--- config.mk ---
export PLATFORM = sky130hd
export DESIGN_NAME = instruction_fetch
export DESIGN_NICKNAME = d
export VERILOG_FILES = /design/src/rtl/instruction_fetch.sv
export SDC_FILE = /design/constraint.sdc
export NUM_CORES = 1
export LEC_CHECK = 0
export CORE_AREA = 2 2 128 130
export CTS_BUF_LIST = sky130_fd_sc_hd__clkbuf_4
export DETAILED_ROUTE_END_ITERATION = 12
export DIE_AREA = 0 0 130 132
export MAX_ROUTING_LAYER = met4
export PLACE_DENSITY_LB_ADDON = 0.3
export SLEW_MARGIN = 30
export SYNTH_ARGS = -nofsm -noshare
export SYNTH_HDL_FRONTEND = slang
export SYNTH_SLANG_ARGS = --single-unit
--- constraint.sdc ---
create_clock -name clk -period 2.6 [get_ports clk]
set_input_delay 0.39 -clock clk [delete_from_list [all_inputs] [get_ports clk]]
set_output_delay 0.39 -clock clk [all_outputs]
set_load 0.02 [all_outputs]
--- src/rtl/instruction_fetch.sv ---
// rtl/instruction_fetch.sv - instruction fetch FSM with bounded prefetch queue
module instruction_fetch #(
  parameter int INSTR_WIDTH = 32,
  parameter int ADDR_WIDTH  = 10,
  parameter int FIFO_DEPTH  = 4
) (
  input  logic                   clk,
  input  logic                   rst,
  input  logic                   start,
  input  logic [ADDR_WIDTH-1:0]  start_addr,
  output logic [ADDR_WIDTH-1:0]  mem_address,
  input  logic [INSTR_WIDTH-1:0] mem_instr,
  input  logic                   mem_instr_valid,
  output logic [INSTR_WIDTH-1:0] instr_out,
  output logic                   instr_out_valid,
  input  logic                   instr_out_ready,
  output logic                   busy,
  output logic                   done
);

  localparam int PW = $clog2(FIFO_DEPTH);
  localparam int CW = PW + 1;
  localparam logic [CW-1:0] DEPTH_C = CW'(FIFO_DEPTH);

  typedef enum logic [1:0] {S_IDLE, S_FETCH, S_DRAIN, S_DONE} state_t;

  state_t                 state_q, state_d;
  logic [ADDR_WIDTH-1:0]  pc_q, pc_d;
  logic                   inflight_q, inflight_d;
  logic [INSTR_WIDTH-1:0] fifo_q [FIFO_DEPTH];
  logic [PW-1:0]          rd_ptr_q, wr_ptr_q;
  logic [CW-1:0]          count_q;
  logic                   push, pop, issue, eop;

  // Queue control: a word arriving with valid=0 marks end of program; issue only
  // while queued plus outstanding words leave room, so a push never meets a full queue.
  always_comb begin
    eop   = (state_q == S_FETCH) && inflight_q && !mem_instr_valid;
    push  = (state_q == S_FETCH) && inflight_q && mem_instr_valid;
    issue = (state_q == S_FETCH) && !eop &&
            ((count_q + CW'(inflight_q)) < DEPTH_C);
    pop   = instr_out_valid && instr_out_ready;
  end

  // Next-state logic: program counter, in-flight flag and FSM transitions.
  always_comb begin
    state_d    = state_q;
    pc_d       = pc_q;
    inflight_d = inflight_q;
    case (state_q)
      S_IDLE: begin
        if (start) begin
          pc_d       = start_addr;
          inflight_d = 1'b0;
          state_d    = S_FETCH;
        end
      end
      S_FETCH: begin
        inflight_d = issue;
        if (issue) pc_d = pc_q + ADDR_WIDTH'(1);
        if (eop) state_d = S_DRAIN;
      end
      S_DRAIN: begin
        // Any response still returning after end detection is dropped here.
        inflight_d = 1'b0;
        if ((count_q == '0) && !inflight_q) state_d = S_DONE;
      end
      S_DONE: begin
        state_d = S_IDLE;
      end
      default: state_d = S_IDLE;
    endcase
  end

  // State, pc and queue pointer registers.
  always_ff @(posedge clk) begin
    if (rst) begin
      state_q    <= S_IDLE;
      pc_q       <= '0;
      inflight_q <= 1'b0;
      rd_ptr_q   <= '0;
      wr_ptr_q   <= '0;
      count_q    <= '0;
    end else begin
      state_q    <= state_d;
      pc_q       <= pc_d;
      inflight_q <= inflight_d;
      if (push) wr_ptr_q <= wr_ptr_q + PW'(1);
      if (pop)  rd_ptr_q <= rd_ptr_q + PW'(1);
      case ({push, pop})
        2'b10:   count_q <= count_q + CW'(1);
        2'b01:   count_q <= count_q - CW'(1);
        default: count_q <= count_q;
      endcase
    end
  end

  // Queue storage; contents are masked by the occupancy count, so no reset needed.
  always_ff @(posedge clk) begin
    if (push) fifo_q[wr_ptr_q] <= mem_instr;
  end

  // Outputs decoded from registers only.
  always_comb begin
    mem_address     = pc_q;
    instr_out_valid = (count_q != '0);
    instr_out       = instr_out_valid ? fifo_q[rd_ptr_q] : '0;
    busy            = (state_q == S_FETCH) || (state_q == S_DRAIN);
    done            = (state_q == S_DONE);
  end

endmodule
### Word-level counts from Yosys, hierarchy flattened

Memories as Yosys holds them, arrays and structs flattened. A register that Yosys moved wholly into a read port is not among the register bits.
Cells that the tools add are included.

| word-level totals | value |
|---|---|
| memory bits (writable) | 128 |
| output and inout bits | 45 |
| word-level logic and storage cells | 58 |
| bits in registers | 20 |
| memories kept | 1 |
| input bits | 47 |

| operators by class | value |
|---|---|
| eq/ne operators | 9 |
| magnitude comparators | 1 |
| muxes and demuxes | 15 |
| add/sub/neg operators | 6 |
| reduce and logical (&&, ||, !) cells | 20 |

Memories:

| name | words | bits a word | read ports | clocked after memory_dff | wr ports | RTL line | RTL |
|---|---|---|---|---|---|---|---|
| fifo_q | 4 | 32 | 1 | 1 | 1 | 30 | `logic [INSTR_WIDTH-1:0] fifo_q [FIFO_DEPTH];` |

Operators by type and width:

| cell | count |
|---|---|
| 32-bit 2-to-1 mux | 1 |
| 10-bit 2-to-1 mux | 2 |
| 10-bit one-hot mux with 2 select lines | 1 |
| 10-bit by 1-bit adder with 10-bit output (second input constant) | 1 |
| 2-bit 2-to-1 mux | 5 |
| 2-bit != test (second input constant) | 4 |
| 2-bit one-hot mux with 4 select lines | 1 |
| 1-bit logical AND | 7 |
| 2-bit equality test (second input constant) | 3 |
| 3-bit one-hot mux with 2 select lines | 1 |
| 3-bit AND reduction | 2 |
| 3-bit nonzero test | 2 |
| 2-bit by 1-bit adder with 2-bit output (second input constant) | 2 |
| 2-bit by 1-bit equality test with 1-bit output (second input constant) | 2 |
| 2-bit nonzero test | 2 |
| 3-bit by 1-bit adder with 3-bit output | 1 |
| 3-bit by 1-bit adder with 3-bit output (second input constant) | 1 |
| 1-bit logical NOT | 3 |
| 3-bit logical NOT | 1 |
| 3-bit < comparator (second input constant) | 1 |
| 1-bit 2-to-1 mux | 3 |
| 1-bit one-hot mux with 3 select lines | 1 |
| 3-bit by 1-bit subtractor with 3-bit output (second input constant) | 1 |
| 2-bit logical NOT | 1 |
| 2 further kinds | 2 |

### Longest topological paths before layout

Gate-level depths: netlist (run 1).

| depth | value |
|---|---|
| depth in word-level cells | 8 |
| mapped depth | 12 |
| mapped depth without buffers | 10 |

### Least setup slack after synthesis (run 1)

OpenSTA, ideal clock, no wires.

| timing | value |
|---|---|
| path kind | register to register |
| from | register state_q[1] |
| to | register count_q[2] |
| buffers on the path | 2 |
| required time | 2.529 ns |
| cell stages (with the launch flop) | 13 |
| arrival time | 2.291 ns |
| slack | 0.239 ns |
| clock period less this slack | 2.361 ns |
| library setup time | 0.071 ns |
| cell sequence | dfxtp_1 -> inv_1 -> ha_1 -> buf_2 -> and3_1 -> clkbuf_1 -> inv_1 -> ha_1 -> inv_1 -> fa_1 -> xor2_1 -> or3_1 -> a21oi_1 |

| on the way | value |
|---|---|
| word-level cells in the longest chain between the ends | 5 |
| elaborated cells on any way between the ends | 7 |
| those cells by class | 3 x eq/ne; 1 x mux; 3 x reduce/logical |

Ends and longest elaborated chain:

| element | RTL line | RTL |
|---|---|---|
| start: declaration | 27 | `state_t state_q, state_d;` |
| start signal: assignment | 85 | `state_q <= state_d;` |
| 2-bit by 1-bit equality test with 1-bit output * | 39 | `push = (state_q == S_FETCH) && inflight_q && mem_instr_valid;` |
| 1-bit logical AND * (2 in series) | 39 |  |
| 2-bit by 1-bit equality test with 1-bit output / 2-bit equality test (equally long branches) | 90 | `case ({push, pop})` |
| 3-bit one-hot mux with 2 select lines / 2-bit nonzero test (equally long branches) | n/a |  |
| end signal: assignment | 91 | `2'b10: count_q <= count_q + CW'(1);` |
| end signal: assignment | 92 | `2'b01: count_q <= count_q - CW'(1);` |
| end signal: assignment | 93 | `default: count_q <= count_q;` |
| end: declaration | 32 | `logic [CW-1:0] count_q;` |

Every way passes the cells marked *; elsewhere a longest branch is shown, timed or not.
A chain may end at the register's enable or synchronous reset.

==> summary.md, run 1 <==
| Metric | Value |
|---|---|
| Status | `finished clean` |
| PD cells | `slightly above 700 nW/um^2` |
| Core area | `~16000 um^2` |
| Num Clock Sinks | `150` |
| H-tree depth | `4` |
| CTS Buffer Depth | `2` |
| Min cycle time layout | `2.48 ns` |
| Io pins | `~90` |
| Antenna diodes | `0` |
| Internal power | `around 0.004 W` |
| Maximum capacitance violations | `0` |
| Post-synthesis simple-gate area fraction | `0.0832` |
| Startpoint types | `flip-flop` |
| Die Span Y | `132 um` |
| Warnings from Yosys | `0` |
| Slew @ Worst Pin | `0.486 ns` |
| Fin nets | `~530` |
| Commonest non-fill, non-tap cells in the layout | `edfxtp_1 (128), clkdlybuf4s50_1 (58), and2_1 (34), mux4_2 (32), clkdlybuf4s15_1 (23)` |
| Root Driver | `clkbuf_4` |
| TritonRoute pass-1 iters | `4` |
| Post-synthesis mux area share | `0.123` |
| XOR/XNOR share of the synthesized area | `0.00710` |
| Setup CP Type | `flip-flop to output pin` |
| Syn_nets | `between 400 and 500` |
| Syn avg cell area | `16.9 um^2` |
| Most common cell after layout, fill and taps aside | `edfxtp_1` |
| Drt wl/cell | `about 17 um` |
| Synth Cell Area | `between 6000 and 7000 um^2` |
| Placement row count | `46` |
| Hold Crit Depth | `3` |
| FF-to-FF End | `count_q[2]` |
| Synth Instances | `365` |
| Worst flop-to-flop path startpoint | `state_q[1]` |
| Synth Area in Adders | `0.0256` |
| Sequential share of the synthesized area | `0.695` |
| RSZ-0062 raised after global routing | `true` |
| Final WL | `~12 mm` |
| Final Cycle Share | `0.953` |
| Full die area | `between 15000 and 20000 um^2` |
| Vias in the first global route | `approximately 3600` |
| Largest family of logic cells by synthesized area | `multiplexers` |
| Initial antenna violation count | `0` |
| Vias per inst | `just under 5` |
| Die X | `~130 um` |
| First-pass GRT wire length | `about 19 mm` |
| Cell variety after synth | `44` |
| Synth-to-layout area growth | `26.2%` |
| CP Max Fanout | `17` |
| Sink of the worst hold path | `mem_address[0]` |
| CTS tree | `built` |
| Worst reg-to-reg setup slack | `around 0.40 ns` |
| Power share of the combinational group | `0.204` |
| Final setup violation count | `0` |
| Post-CTS setup buffers | `0` |
| Compound-Gate Fraction of Synth Area | `0.0487` |
| Initial Util | `0.393` |
| Synth Register Bits | `150` |
| Clock power share | `0.299` |
| Met2 Usage GRT | `0.238` |
| Port Buf Inserts | `91` |
| Worst EP required | `around 2.2 ns` |
| CTS Buf Count | `17` |
| Sw Pwr | `0.00153 W` |
| Met3 Use GR | `0.0398` |
| Routability cong. | `0.775` |
| Setup WS post-layout | `between 0.1 and 0.15 ns` |
| Vias after detailed routing | `between 3000 and 4000` |
| Top Usage Layer GRT | `met2` |
| Worst skew pair latency | `around 0.54 ns` |
| DP Worst Slack | `~0.17 ns` |
| Layout cells sized above 1 | `0.197` |
| Total gr overflow | `0` |
| Violation count after the first detailed-routing iteration | `approximately 120` |
| Leak pwr | `2.58 nW` |
| Final Hold Fails | `0` |
| Largest net degree at the start of global routing | `33` |
| Sw Share | `0.271` |
| Clock transition at path regs | `roughly 0.13 ns` |
| Final Slew Violations | `0` |
| Sequential power share | `0.497` |
| Clk_skew | `about 0.021 ns` |
| Worst min-delay path class | `input pin to flip-flop` |
| Remaining DRCs | `0` |
| Routed Antenna Nets | `0` |
| Setup crit end kind | `output pin` |
| Largest vdd supply drop | `between 400 and 500 uV` |
| Fmax | `around 0.40 GHz` |
| Dpl hpwl | `between 7 and 8 mm` |
| Max-slew headroom | `0.675` |
| Hold_sp | `start_addr[0]` |
| Cells on worst reg2reg path | `10` |
| Global Route Usage Sum | `0.153` |
| Placed inst area | `7460 um^2` |
| Met1 Use GR | `0.194` |
| Crit path arrival time | `roughly 2.1 ns` |
| Final instance area | `around 8000 um^2` |
worst max path at each step:
stage,from,end,slack [ns],depth (start not counted)
3_3_place_gp,mem_instr_valid,count_q[2],0.22,9
5_1_grt,flip-flop,instr_out[0],-0.02,4
2_1_floorplan,state_q[1],count_q[2],0.24,12
3_5_place_dp,mem_instr_valid,count_q[2],0.17,9
6_report,flip-flop,instr_out[23],0.12,4
4_1_cts,flip-flop,instr_out[17],0.008,4
stage by stage:
stage                util  total power, W  setup TNS [ns]  hold WS, ns  std cells
floorplan               -         0.00352               0        0.485        365
finish              0.496         0.00563               0        0.456        699
global placement    0.475         0.00401               0        0.463        667
CTS                 0.495         0.00570               0        0.383        699
global route        0.496         0.00591         -0.0244        0.423        699
detailed placement  0.475         0.00403               0        0.481        667
state kept, by name, indices dropped and copies added, names as in the netlist, named ones only:
| signal | count |
|---|---|
| inflight_q | 1 |
| mem_address | 10 |
| state_q | 2 |
| fifo_q | 128 |
| count_q | 3 |
| wr_ptr_q | 2 |
| rd_ptr_q | 2 |
repair_timing:
| item | CTS | global route |
|---|---|---|
| endpoints found under the setup margin | 32 | 28 |
| resized for setup | 33 | 32 |
| hold buffers | 0 | 0 |
power by group through the flow:
stage                     Sequential, W  Combinational [W]  Clock (W)
after floorplan                 0.00292           0.000605          0
after global placement          0.00285            0.00116          0
after detailed placement        0.00285            0.00118          0
after CTS                       0.00280            0.00116    0.00175
after global routing            0.00281            0.00127    0.00182
final                           0.00280            0.00115    0.00168
cell usage after synthesis, drive strengths merged:
cell type | instances | area, um^2
a21o | 1 | 7.51
a311oi | 1 | 15.0
and3 | 3 | 18.8
o32ai | 1 | 8.76
or2 | 2 | 12.5
o2bb2ai | 1 | 8.76
a21oi | 17 | 88.8
nor2b | 4 | 25.0
nand2b | 3 | 18.8
nand2 | 14 | 52.6
o311a | 1 | 10.0
and4 | 1 | 8.76
a2111oi | 1 | 27.5
buf | 9 | 41.3
clkbuf | 8 | 30.0
o22a | 1 | 10.0
o31a | 2 | 17.5
o22ai | 1 | 6.26
nor3 | 7 | 35.0
a211oi | 2 | 15.0
a31o | 1 | 8.76
nand3 | 1 | 5.00
a31oi | 1 | 21.3
o21ai | 11 | 55.1
nor2 | 14 | 52.6
fa | 1 | 20.0
inv | 10 | 37.5
xnor2 | 2 | 17.5
xor2 | 3 | 26.3
and2 | 39 | 246
ha | 11 | 138
nand4 | 2 | 18.8
mux2i | 4 | 40.0
nor4 | 1 | 6.26
edfxtp | 128 | 3840
dfxtp | 22 | 440
mux4 | 32 | 721
or3 | 2 | 12.5
layer usage:
layer / wire (um) / vias to the layer above
met5: 0 / -
met4: 187 / 0
met3: 524 / 16
met2: 5690 / 89
met1: 5580 / 1714
li1: - / 1619
worst max-delay path, cell delays in order, from the launching register on:
cell and delay (ns):
dfxtp_4 0.39, buf_12 0.19, mux4_2 0.50, and2_1 0.16, dlygate4sd2_1 0.31
final cells by class:
type / instances / area (um^2)
Fill cell: 1369 / 7930
Clock buffer: 19 / 143
Tap cell: 216 / 270
Timing Repair Buffer: 103 / 1060
Clock inverter: 13 / 203
Multi-Input combinational cell: 188 / 1780
Sequential cell: 150 / 4290
Inverter: 10 / 37.5
kinds of logic after synthesis:
group                    count (synthesis)
flip-flops                             150
adder cells (fa/ha/maj)                 12
XOR/XNOR                                 5
AO/OA/AOI/OAI                           42
buffers and inverters                   27
multiplexers                            36
AND/OR/NAND/NOR                         93
Note: power is estimated with default switching activity, not from simulation.
==> inputs of run 2 (changes only) <==
Settings changed: CELL_PAD_IN_SITES_DETAIL_PLACEMENT from default to 0, CELL_PAD_IN_SITES_GLOBAL_PLACEMENT from default to 2, GPL_ROUTABILITY_DRIVEN from default to 0.
==> run 2 against run 1 <==
First-iteration DRC count grew 48%. Sequential cell count unchanged. Maximum frequency decreased by 0.29%. Clock power increased by 5%. Worst setup slack lost 0.0072 ns. Via count grew 0.64%. Design area is 0.35% higher. Combinational power about the same. Critical path depth did not move. Count of clock-buffer cells in the layout unchanged. Sequential share of layout area down 0.19 points. Sequential power hardly changed. Critical path type unchanged. Largest power group unchanged.
==> summary.md, run 2 (synthesized netlist as in run 1, its figures left out) <==
| Metric | Value |
|---|---|
| Status | `finished clean` |
| Violation count after the first detailed-routing iteration | `181 (+48%)` |
| Core area | `15700 um^2 (unchanged)` |
| Area taken by multi-input logic gates | `1790 um^2 (+0.28%)` |
| Placement row count | `46 (unchanged)` |
| Max-slew headroom | `0.617 (-0.0583)` |
| Vias in the first global route | `3549 (-1.6%)` |
| Drt wl/cell | `17.1 um (-0.22%)` |
| Final setup violation count | `0 (unchanged)` |
| CTS Buffer Depth | `2 (unchanged)` |
| Register area | `4290 um^2 (unchanged)` |
| H-tree depth | `4 (unchanged)` |
| Final Slew Violations | `0 (unchanged)` |
| Final instance area | `7820 um^2 (+0.35%)` |
| Max reg flops | `128 (unchanged)` |
| Global Route Usage Sum | `0.153 (-0.000788)` |
| Antenna diodes | `0 (unchanged)` |
| Die Span Y | `132 um (unchanged)` |
| Io pins | `92 (unchanged)` |
| Vias per inst | `4.89 (-0.50%)` |
| Final Cycle Share | `0.955 (+0.00275)` |
| CTS Buf Count | `17 (unchanged)` |
| Crit path arrival time | `2.09 ns (about the same)` |
| Fin nets | `537 (+1.5%)` |
| Placed inst area | `7460 um^2 (about the same)` |
| Synth-to-layout area growth | `26.7%` |
| Hold Buf Count CTS | `0 (unchanged)` |
| Total gr overflow | `0 (unchanged)` |
| Die X | `130 um (unchanged)` |
| Vias after detailed routing | `3460 (+0.64%)` |
| Layout cells sized above 1 | `0.259 (+0.0620)` |
| RSZ-0062 raised after global routing | `false` |
| Core Util, Final | `0.497 (+0.00175)` |
| Port Buf Inserts | `91 (unchanged)` |
| Clock transition at path regs | `0.12 ns (about the same)` |
| Largest vdd supply drop | `346 uV (-25%)` |
| PD cells | `733 nW/um^2 (+1.5%)` |
| Setup CP Type | `flip-flop to output pin` |
| Biggest register | `fifo_q` |
| Worst min-delay path class | `input pin to flip-flop` |
| Cells on worst reg2reg path | `10 (unchanged)` |
| Num Clock Sinks | `150 (unchanged)` |
| Setup crit end kind | `output pin` |
| Worst EP required | `2.21 ns (about the same)` |
| Commonest non-fill, non-tap cells in the layout | `edfxtp_1 (128), clkdlybuf4s50_1 (58), and2_1 (34), mux4_2 (32), buf_2 (25)` |
| Startpoint types | `flip-flop` |
| Routed Antenna Nets | `0 (unchanged)` |
| Dpl hpwl | `7.44 mm (+1.6%)` |
| Root Driver | `clkbuf_4` |
| Slew @ Worst Pin | `0.573 ns (+0.0872 ns)` |
| Largest net degree at the start of global routing | `33 (unchanged)` |
| Clk_skew | `0.0168 ns (-0.00385 ns)` |
| Maximum capacitance violations | `0 (unchanged)` |
| Final WL | `12.1 mm (+0.92%)` |
| Initial Util | `0.393 (unchanged)` |
| Most common cell after layout, fill and taps aside | `edfxtp_1` |
| Final Hold Fails | `0 (unchanged)` |
| TritonRoute pass-1 iters | `4 (unchanged)` |
| Remaining DRCs | `0 (unchanged)` |
| Worst skew pair latency | `0.54 ns (about the same)` |
| Leak pwr | `2.66 nW (+3.3%)` |
| Fill cells | `1345 (-1.8%)` |
| Min cycle time layout | `2.48 ns (+0.00715 ns)` |
| First-pass GRT wire length | `18.9 mm (-0.73%)` |
| CP Max Fanout | `6 (-11)` |
| Worst hold slack | `0.477 ns (+0.0211 ns)` |
| Full die area | `17200 um^2 (unchanged)` |
| Hold Crit Depth | `1 (-2)` |
| Fmax | `0.403 GHz (-0.29%)` |
| Setup TNS Final | `0 ns (unchanged)` |
| Initial antenna violation count | `0 (unchanged)` |
| CTS tree | `built` |
[run 2: cell types whose count changed in the layout (fill, tap and decap cells not counted), sizes merged]
cell           change
bufbuf             +1
clkinvlp           -2
clkdlybuf4s15     -20
clkbuf             -2
buf               +31
bufinv             +1
dlygate4sd2        -2
inv                +1
[run 2: through the flow]
| step | power [W] | cells | worst slack [ns] |
|---|---|---|---|
| after floorplan | 0.00352 | 365 | 0.239 |
| after global placement | 0.00403 | 668 | 0.243 |
| after detailed placement | 0.00403 | 668 | 0.196 |
| after CTS | 0.00582 | 706 | -0.0196 |
| after global routing | 0.00601 | 707 | 0.00285 |
| final | 0.00573 | 707 | 0.116 |
[run 2: repair_timing]
item	CTS	global route
buffers inserted	5	0
endpoints found under the hold margin	0	0
gates resized for setup	101	21
gates cloned	1	1
endpoints found under the setup margin	33	20
[run 2: area by class of cell]
class                           count  share of cell area
Tap cell                          216              0.0346
Clock buffer                       19              0.0183
Inverter                           10             0.00480
Timing Repair Buffer              111               0.136
Clock inverter                     13              0.0290
Sequential cell                   150               0.549
Multi-Input combinational cell    188               0.228
[run 2: final timing paths]
check | from | slack, ns | end
setup / recovery | flip-flop | 0.12 | instr_out[6]
hold / removal | mem_instr[20] | 0.48 | fifo_q[3][20]
setup reg to reg | state_q[1] | 0.41 | count_q[2]
hold reg to reg | mem_address[9] | 0.49 | mem_address[9]
[run 2: worst max-delay path, cell delays in order (launching register included)]
cell and delay (ns):
dfxtp_4 0.39, bufbuf_16 0.27, mux4_2 0.48, and2_1 0.17, clkdlybuf4s15_2 0.25
[run 2: per-layer routing]
| metal | wire length [um] | vias up | global-route usage |
|---|---|---|---|
| li1 | - | 1639 | - |
| met1 | 5180 | 1707 | 0.186 |
| met2 | 6150 | 104 | 0.245 |
| met3 | 638 | 10 | 0.0446 |
| met4 | 118 | 0 | 0.0502 |
| met5 | 0 | - | - |
[run 2: report_power, final]
part	switching, W	internal (W)	total (W)	leakage (nW)
Combinational	0.000634	0.000530	0.00116	1.14
Sequential	0.0000959	0.00270	0.00280	1.33
Clock	0.000789	0.000978	0.00177	0.193
Total	0.00152	0.00421	0.00573	2.66
